==> config.mk <==
export PLATFORM = sky130hd
export DESIGN_NAME = pipe_addsub_flat
export DESIGN_NICKNAME = d
export VERILOG_FILES = /design/src/rtl/alu_pkg.sv /design/src/rtl/pipe_addsub_if.sv /design/src/rtl/addsub_slice.sv /design/src/rtl/pipe_addsub.sv /design/src/flat_wrapper.sv
export SDC_FILE = /design/constraint.sdc
export NUM_CORES = 1
export LEC_CHECK = 0
export ABC_AREA = 1
export BUFFER_PORTS_ARGS = -buffer_cell sky130_fd_sc_hd__buf_2
export CAP_MARGIN = 40
export CORE_ASPECT_RATIO = 1.2
export CORE_UTILIZATION = 52
export DETAILED_ROUTE_END_ITERATION = 6
export GPL_ROUTABILITY_DRIVEN = 0
export PLACE_DENSITY = 0.74
export SLEW_MARGIN = 20
export SYNTH_ARGS = -nofsm -noshare
export SYNTH_HDL_FRONTEND = slang
export SYNTH_HIERARCHICAL = 1
export SYNTH_SLANG_ARGS = --single-unit
export TNS_END_PERCENT = 1
==> constraint.sdc <==
create_clock -name clk -period 3.6 [get_ports clk]
set_clock_uncertainty 0.2 [all_clocks]
set_input_delay 0.18 -clock clk [delete_from_list [all_inputs] [get_ports clk]]
set_output_delay 0.18 -clock clk [all_outputs]
set_load 0.02 [all_outputs]
==> src/rtl/alu_pkg.sv <==
// Shared ALU datapath definitions: op encoding, flag bundle, default width
// and the one-bit full-adder cell used to build carry chains.
package alu_pkg;

    localparam int   XLEN   = 32;
    localparam logic OP_ADD = 1'b0;
    localparam logic OP_SUB = 1'b1;

    typedef struct packed {
        logic carry;
        logic ovf;
        logic zero;
        logic neg;
    } alu_flags_t;

    // Flag state of an empty pipeline: the all-zero sum reads as zero.
    localparam alu_flags_t FLAGS_RESET = '{carry: 1'b0, ovf: 1'b0, zero: 1'b1, neg: 1'b0};

    // Full-adder cell, returns {carry_out, sum}.
    function automatic logic [1:0] full_add(input logic x, input logic y, input logic ci);
        full_add = {(x & y) | (x & ci) | (y & ci), x ^ y ^ ci};
    endfunction

endpackage

==> src/rtl/pipe_addsub_if.sv <==
// Operand/result handshake bundle for pipe_addsub.
// The sat lane exists only when PIPE_ADDSUB_SAT_EN is defined.
interface pipe_addsub_if #(
    parameter int WIDTH = 32
);
    logic             in_valid;
    logic             in_ready;
    logic             op_sub;
    logic             cin;
    logic [WIDTH-1:0] a;
    logic [WIDTH-1:0] b;
`ifdef PIPE_ADDSUB_SAT_EN
    logic             sat;
`endif
    logic             out_valid;
    logic             out_ready;
    logic [WIDTH-1:0] sum;
    logic             carry;
    logic             ovf;
    logic             zero;
    logic             neg;

    // Issue/writeback side: drives operands, consumes results.
    modport master (
        output in_valid, op_sub, cin, a, b,
`ifdef PIPE_ADDSUB_SAT_EN
        output sat,
`endif
        output out_ready,
        input  in_ready, out_valid, sum, carry, ovf, zero, neg
    );

    // Adder side.
    modport slave (
        input  in_valid, op_sub, cin, a, b,
`ifdef PIPE_ADDSUB_SAT_EN
        input  sat,
`endif
        input  out_ready,
        output in_ready, out_valid, sum, carry, ovf, zero, neg
    );

endinterface

==> src/rtl/addsub_slice.sv <==
// Combinational C-bit ripple slice. Exposes the carry into the slice MSB so
// the top slice can derive signed overflow as cm ^ co.
module addsub_slice
    import alu_pkg::*;
#(
    parameter int C = 8
) (
    input  logic [C-1:0] a,
    input  logic [C-1:0] b,
    input  logic         ci,
    output logic [C-1:0] s,
    output logic         co,
    output logic         cm
);
    logic [C:0] c_s;

    // Ripple the carry through a chain of full-adder cells.
    always_comb begin
        c_s    = '0;
        s      = '0;
        c_s[0] = ci;
        for (int i = 0; i < C; i++) begin
            {c_s[i+1], s[i]} = full_add(a[i], b[i], c_s[i]);
        end
    end

    assign co = c_s[C];
    assign cm = c_s[C-1];

endmodule

==> src/rtl/pipe_addsub.sv <==
// Pipelined two's-complement adder/subtractor with valid/ready backpressure.
// The carry chain is cut into STAGES slices of WIDTH/STAGES bits; each stage
// registers its slice sum, its carry-out and the operand bits still to be
// consumed. Partial sums shift right by one slice per stage so the final
// stage holds the aligned result.
// Optional feature: define PIPE_ADDSUB_SAT_EN for signed saturation (sat lane).
module pipe_addsub
    import alu_pkg::*;
#(
    parameter int WIDTH  = XLEN,
    parameter int STAGES = 4
) (
    input  logic         clk,
    input  logic         rst_n,
    pipe_addsub_if.slave bus
);
    localparam int C = WIDTH / STAGES;
    localparam int L = STAGES - 1;

    generate
        if (WIDTH < 2 || STAGES < 1 || (WIDTH % STAGES) != 0) begin : g_bad_cfg
            $error("pipe_addsub: WIDTH must be >= 2 and a multiple of STAGES");
        end
    endgenerate

    // Stage registers (index k = output of stage k).
    logic             v_r    [STAGES];
    logic [WIDTH-1:0] psum_r [STAGES];
    logic [WIDTH-1:0] a_sk_r [STAGES];
    logic [WIDTH-1:0] b_sk_r [STAGES];
    logic             cy_r   [STAGES];
    alu_flags_t       flags_r;

    // Inputs seen by each stage.
    logic             src_v_s   [STAGES];
    logic [WIDTH-1:0] src_a_s   [STAGES];
    logic [WIDTH-1:0] src_b_s   [STAGES];
    logic [WIDTH-1:0] src_sum_s [STAGES];
    logic             src_c_s   [STAGES];

    logic [C-1:0]     sl_sum_s  [STAGES];
    logic             sl_co_s   [STAGES];
    logic             sl_cm_s   [STAGES];
    logic [WIDTH-1:0] nxt_sum_s [STAGES];

    logic             adv_s;
    logic             ovf_raw_s;
    logic [WIDTH-1:0] fin_sum_s;
    alu_flags_t       flags_nxt_s;

`ifdef PIPE_ADDSUB_SAT_EN
    logic             sat_r     [STAGES];
    logic             src_sat_s [STAGES];
`endif

    // Whole pipeline moves together; a held result freezes every stage.
    assign adv_s        = !v_r[L] || bus.out_ready;
    assign bus.in_ready = adv_s;

    // Stage 0 takes the bus (b inverted and carry forced for subtract); later stages take their predecessor.
    always_comb begin
        src_v_s[0]   = bus.in_valid;
        src_a_s[0]   = bus.a;
        src_b_s[0]   = (bus.op_sub == OP_SUB) ? ~bus.b : bus.b;
        src_c_s[0]   = (bus.op_sub == OP_SUB) ? 1'b1 : bus.cin;
        src_sum_s[0] = '0;
`ifdef PIPE_ADDSUB_SAT_EN
        src_sat_s[0] = bus.sat;
`endif
        for (int k = 1; k < STAGES; k++) begin
            src_v_s[k]   = v_r[k-1];
            src_a_s[k]   = a_sk_r[k-1];
            src_b_s[k]   = b_sk_r[k-1];
            src_c_s[k]   = cy_r[k-1];
            src_sum_s[k] = psum_r[k-1];
`ifdef PIPE_ADDSUB_SAT_EN
            src_sat_s[k] = sat_r[k-1];
`endif
        end
    end

    generate
        for (genvar k = 0; k < STAGES; k++) begin : g_slice
            addsub_slice #(.C(C)) u_slice (
                .a  (src_a_s[k][C-1:0]),
                .b  (src_b_s[k][C-1:0]),
                .ci (src_c_s[k]),
                .s  (sl_sum_s[k]),
                .co (sl_co_s[k]),
                .cm (sl_cm_s[k])
            );
        end
    endgenerate

    // Shift the partial sum down one slice and insert this stage's slice at the top.
    always_comb begin
        for (int k = 0; k < STAGES; k++) begin
            nxt_sum_s[k] = (src_sum_s[k] >> C) | (WIDTH'(sl_sum_s[k]) << (WIDTH - C));
        end
    end

    // Final stage: overflow from the MSB carries, optional clamp, then flags from the stored value.
    always_comb begin
        ovf_raw_s = sl_co_s[L] ^ sl_cm_s[L];
        fin_sum_s = nxt_sum_s[L];
`ifdef PIPE_ADDSUB_SAT_EN
        if (src_sat_s[L] && ovf_raw_s) begin
            if (src_a_s[L][C-1]) begin
                fin_sum_s = {1'b1, {(WIDTH-1){1'b0}}};
            end else begin
                fin_sum_s = {1'b0, {(WIDTH-1){1'b1}}};
            end
        end else begin
            fin_sum_s = nxt_sum_s[L];
        end
`endif
        flags_nxt_s.carry = sl_co_s[L];
        flags_nxt_s.ovf   = ovf_raw_s;
        flags_nxt_s.zero  = (fin_sum_s == '0);
        flags_nxt_s.neg   = fin_sum_s[WIDTH-1];
    end

    // Pipeline registers: cleared asynchronously, advanced only when the output side is free.
    always_ff @(posedge clk or negedge rst_n) begin
        if (!rst_n) begin
            for (int k = 0; k < STAGES; k++) begin
                v_r[k]    <= 1'b0;
                psum_r[k] <= '0;
                a_sk_r[k] <= '0;
                b_sk_r[k] <= '0;
                cy_r[k]   <= 1'b0;
`ifdef PIPE_ADDSUB_SAT_EN
                sat_r[k]  <= 1'b0;
`endif
            end
            flags_r <= FLAGS_RESET;
        end else if (adv_s) begin
            for (int k = 0; k < STAGES; k++) begin
                v_r[k]    <= src_v_s[k];
                a_sk_r[k] <= src_a_s[k] >> C;
                b_sk_r[k] <= src_b_s[k] >> C;
                cy_r[k]   <= sl_co_s[k];
`ifdef PIPE_ADDSUB_SAT_EN
                sat_r[k]  <= src_sat_s[k];
`endif
            end
            for (int k = 0; k < L; k++) begin
                psum_r[k] <= nxt_sum_s[k];
            end
            psum_r[L] <= fin_sum_s;
            flags_r   <= flags_nxt_s;
        end
    end

    assign bus.out_valid = v_r[L];
    assign bus.sum       = psum_r[L];
    assign bus.carry     = flags_r.carry;
    assign bus.ovf       = flags_r.ovf;
    assign bus.zero      = flags_r.zero;
    assign bus.neg       = flags_r.neg;

endmodule

==> src/flat_wrapper.sv <==
// flat-port wrapper written by rule: the top's interface ports become plain ports
module pipe_addsub_flat import alu_pkg::*;
#(
    parameter int WIDTH  = XLEN,
    parameter int STAGES = 4
)
  (clk, rst_n, bus_in_valid, bus_op_sub, bus_cin, bus_a, bus_b, bus_out_ready, bus_in_ready, bus_out_valid, bus_sum, bus_carry, bus_ovf, bus_zero, bus_neg);
  pipe_addsub_if #(.WIDTH(WIDTH)) bus_i ();
  input  logic clk;
  input  logic rst_n;
  input wire logic [$bits(bus_i.in_valid)-1:0] bus_in_valid;
  input wire logic [$bits(bus_i.op_sub)-1:0] bus_op_sub;
  input wire logic [$bits(bus_i.cin)-1:0] bus_cin;
  input wire logic [$bits(bus_i.a)-1:0] bus_a;
  input wire logic [$bits(bus_i.b)-1:0] bus_b;
  input wire logic [$bits(bus_i.out_ready)-1:0] bus_out_ready;
  output wire logic [$bits(bus_i.in_ready)-1:0] bus_in_ready;
  output wire logic [$bits(bus_i.out_valid)-1:0] bus_out_valid;
  output wire logic [$bits(bus_i.sum)-1:0] bus_sum;
  output wire logic [$bits(bus_i.carry)-1:0] bus_carry;
  output wire logic [$bits(bus_i.ovf)-1:0] bus_ovf;
  output wire logic [$bits(bus_i.zero)-1:0] bus_zero;
  output wire logic [$bits(bus_i.neg)-1:0] bus_neg;
  assign bus_i.in_valid = bus_in_valid;
  assign bus_i.op_sub = bus_op_sub;
  assign bus_i.cin = bus_cin;
  assign bus_i.a = bus_a;
  assign bus_i.b = bus_b;
  assign bus_i.out_ready = bus_out_ready;
  assign bus_in_ready = bus_i.in_ready;
  assign bus_out_valid = bus_i.out_valid;
  assign bus_sum = bus_i.sum;
  assign bus_carry = bus_i.carry;
  assign bus_ovf = bus_i.ovf;
  assign bus_zero = bus_i.zero;
  assign bus_neg = bus_i.neg;
  pipe_addsub #(.WIDTH(WIDTH), .STAGES(STAGES)) u_core (.clk(clk), .rst_n(rst_n), .bus(bus_i));
endmodule
==> impl_metrics.tcl <==
set metrics [dict create \
    hold_path_end "u_core/psum_r[120]" \
    clock_path_buffers 2 \
    cts_buffers 17 \
    worst-path-buf-inv 4 \
    powerDensity_mw_per_mm2 846 \
    dieHeight_um 139 \
    drt-initial-drc-count 439 \
    period_utilisation_layout_pct 108 \
    drc_errors 0 \
    critPathMaxFanout 2 \
    fin_ws_ns -0.303 \
    finalSetupTns_ns -0.819 \
    grt.total_usage_pct 22.1 \
    drtPass1Iterations 5 \
    globalRouteOverflowTotal 0 \
    num-nets-final 1129 \
    multiInputGateArea_mm2 0.00300 \
    areaGrowthSynthToFinish_pct 24.7 \
    htree_num_levels 4 \
    num_vias 5819 \
    synth.yosys.seq_area_share_pct 57.5 \
    critical_path.most_common_cell "sky130_fd_sc_hd__fa_2" \
    grt_pass1_wl_um 28000 \
    hp-start "bus_a[0]" \
    netlist_area_mm2 0.00809 \
    start_util_pct 53.6 \
    routedWlPerCell_um 12.8 \
    timing.critical_path.required_ns 3.75 \
    power.static_leakage_uw 0.00520 \
    yosys.cell_types.count 20 \
    power.total_uw 8540 \
    finalHoldWorstSlack_ns 0.0640 \
    grt_pass1_vias 5772 \
    maxcap_viol_count 0 \
    floorplan.die.width_um 116 \
    type_of_the_worst_min_delay_path "in2reg" \
    report.final.setup_viol 5 \
    finalWirelength_um 15900 \
    mappedNetlistNets 973 \
    post_route_cells_drive_above_1_share_pct 18.0 \
    fp.coreArea_mm2 0.0151 \
    antenna_left 0 \
    grt_antenna_before_repair 0 \
    regToRegStartpoint "u_core/a_sk_r[32]" \
    outcome "finished, violations left" \
    met2_usage_pct 33.6 \
    clk_pin_slew_worst_paths_ns 0.07 \
    tritoncts "built" \
    arrival_ns 4.06 \
    crit_end_category "register" \
    critPathLaunchType "register" \
    synthCells 871 \
    worstSetupPathDepth 17 \
    r2r_cells 17 \
    r2r_slack_ns -0.30 \
    core.rowCount 49 \
    most_used_routing_layer_in_global_routing "met2" \
    register_area_mm2 0.00466 \
    groute.layer.met3.usage_pct 3.58 \
    ys_seq_elements 186 \
    critPathTopFamily "adder cells" \
    synth.avg_cell_area_um2 9.29 \
    timing_hold_violations_final 0 \
    n_antenna_cell 0 \
    timing.critical_path.cells "inv_2 -> fa_2 -> inv_2 -> fa_2 -> fa_2 -> fa_2 -> fa_2 -> fa_2 -> fa_2 -> inv_2 -> fa_1 -> inv_1 -> nor2_1 -> nand3_1 -> nor2_1 -> nand3_1 -> nand2_1" \
    floorplan.die_area_mm2 0.0161 \
    final_max_slew_viol_count 0 \
    grt.met1_usage_pct 33.1 \
    tightestPinTransition_ns 0.605 \
    slowest_cell_on_the_critical_path "sky130_fd_sc_hd__dfrtp_1" \
    rsz0062_at_grt "true" \
    slew-limit-headroom_pct 59.7 \
    ir_worst_vdd_mv 0.407 \
    fill_cells 1187 \
    worst-setup-path-type "reg2reg" \
    cts_root_buffer "sky130_fd_sc_hd__clkbuf_16" \
    dp_cells 1149 \
    fmaxAchievable_mhz 256 \
    cp_slowest_stage_delay_ns 0.39 \
    hpwl_um 10100 \
    timing.final.crit_period_ns 3.90 \
    failed_checks "negative setup slack" \
    worstHoldPathCells 6 \
    cts.sinks 186 \
    post_drt_via_cell_ratio 4.68 \
    placement.io_buffers 107 \
    ioPinCount 108 \
    post_layout_nonfiller_instances 1244 \
    clk-insertion-delay-late_ns 0.42 \
    r2r_end "u_core/bus.zero" \
    synthesis.yosys.warnings 6 \
    maximum_number_of_pins_on_one_net_before_global_route_repair 96 \
]
[placed cells by master, fill, tap and decap left out, drive strengths merged, types with 2 or more instances in the layout]
| cell type | n |
|---|---|
| xnor2 | 25 |
| nand4 | 2 |
| bufinv | 2 |
| nand2 | 420 |
| clkinv | 2 |
| nor2 | 14 |
| dfrtp | 185 |
| o21ai | 70 |
| nand3 | 3 |
| xor2 | 8 |
| buf | 121 |
| fa | 32 |
| inv | 74 |
| dlygate4sd3 | 59 |
| clkbuf | 19 |
[cells in the mapped netlist]
cell | count | area [um2]
sky130_fd_sc_hd__nand2_4 | 1 | 11.3
sky130_fd_sc_hd__nor2_1 | 14 | 52.6
sky130_fd_sc_hd__dfstp_2 | 1 | 26.3
sky130_fd_sc_hd__nand4_1 | 2 | 12.5
sky130_fd_sc_hd__buf_4 | 10 | 75.1
sky130_fd_sc_hd__inv_2 | 1 | 3.75
sky130_fd_sc_hd__a21oi_1 | 1 | 5.00
sky130_fd_sc_hd__inv_4 | 1 | 6.26
sky130_fd_sc_hd__nand3_1 | 3 | 15.0
sky130_fd_sc_hd__buf_2 | 24 | 120
sky130_fd_sc_hd__xor2_1 | 8 | 70.1
sky130_fd_sc_hd__fa_1 | 32 | 641
sky130_fd_sc_hd__o21ai_1 | 6 | 30.0
sky130_fd_sc_hd__or2_2 | 1 | 6.26
sky130_fd_sc_hd__xnor2_1 | 25 | 219
sky130_fd_sc_hd__o21ai_0 | 64 | 320
sky130_fd_sc_hd__clkbuf_1 | 10 | 37.5
sky130_fd_sc_hd__dfrtp_1 | 185 | 4630
sky130_fd_sc_hd__nand2_1 | 419 | 1570
sky130_fd_sc_hd__inv_1 | 63 | 236
[worst max path at each step]
stage	to	startpoint	slack, ns
floorplan	u_core/psum_r[127]	bus_op_sub	-0.37
global placement	u_core/bus.zero	u_core/a_sk_r[32]	-0.45
detailed placement	u_core/bus.zero	u_core/cy_r[1]	-0.55
CTS	u_core/bus.zero	u_core/a_sk_r[32]	-0.30
global route	u_core/bus.zero	u_core/a_sk_r[32]	-0.40
finish	u_core/bus.zero	u_core/a_sk_r[32]	-0.30
[worst reg2reg max path, stage by stage (launching register included)]
cell and delay, ns:
sky130_fd_sc_hd__dfrtp_1 0.39, sky130_fd_sc_hd__inv_2 0.07, sky130_fd_sc_hd__fa_2 0.20, sky130_fd_sc_hd__inv_2 0.04
sky130_fd_sc_hd__fa_2 0.33, sky130_fd_sc_hd__fa_2 0.35, sky130_fd_sc_hd__fa_2 0.36, sky130_fd_sc_hd__fa_2 0.36
sky130_fd_sc_hd__fa_2 0.35, sky130_fd_sc_hd__fa_2 0.36, sky130_fd_sc_hd__inv_2 0.07, sky130_fd_sc_hd__fa_1 0.39
sky130_fd_sc_hd__inv_1 0.08, sky130_fd_sc_hd__nor2_1 0.04, sky130_fd_sc_hd__nand3_1 0.06, sky130_fd_sc_hd__nor2_1 0.05
sky130_fd_sc_hd__nand3_1 0.07, sky130_fd_sc_hd__nand2_1 0.05
[timing repair]
| action | CTS | global route |
|---|---|---|
| endpoints found under the hold margin | 220 | 0 |
| pin swaps | 1 | 1 |
| hold buffers | 59 | 0 |
| resized for setup | 13 | 12 |
| buffers inserted | 0 | 2 |
| endpoints found under the setup margin | 9 | 9 |
[kinds of logic (layout without fill, tap and decap cells)]
logic type	after synthesis	in the layout	share of synthesized area (%)
adder cells (fa/ha/maj)	32	32	7.92
XOR/XNOR	33	33	3.57
flip-flops	186	186	57.5
AND/OR/NAND/NOR	440	440	20.6
buffers and inverters	109	278	5.92
AO/OA/AOI/OAI	71	71	4.39
[flip-flops by register name, summed over array words and instances, names as in the netlist]
| name | flops |
|---|---|
| u_core/b_sk_r | 48 |
| u_core/bus.ovf | 1 |
| u_core/bus.zero | 1 |
| u_core/bus.out_valid | 1 |
| u_core/bus.sum | 32 |
| u_core/psum_r | 48 |
| u_core/src_v_s | 3 |
| u_core/bus.carry | 1 |
| u_core/cy_r | 3 |
| u_core/a_sk_r | 48 |
[routing by layer]
layer | share of wire (%) | vias up | wire, um
met5 | 0 | - | 0
met3 | 3.2 | 18 | 507
li1 | - | 2935 | -
met1 | 48 | 2744 | 7680
met4 | 1.2 | 0 | 195
met2 | 47 | 122 | 7490
[report_power, final]
group	total, uW	internal (uW)	switching, uW
combinational	3090	1230	1860
clock	1900	1060	840
sequential	3560	3010	543
[metrics by stage]
stage          utilization (%)  setup slack [ns]  cell area (um2)
2_1_floorplan                -            -0.371             8100
3_3_place_gp              58.2            -0.450             8780
3_5_place_dp              58.4            -0.552             8810
4_1_cts                   66.6            -0.296            10000
5_1_grt                   66.9            -0.404            10100
6_report                  66.9            -0.303            10100
[cell type report]
cell class / count / area share, %
multi-input cells: 576 / 29.8
repair buffers: 181 / 13.1
well taps: 204 / 2.53
clock buffers: 18 / 4.25
flip-flops and latches: 186 / 46.1
clock inverters: 14 / 1.74
inverters: 65 / 2.47
(Power assumes the default switching activity.)
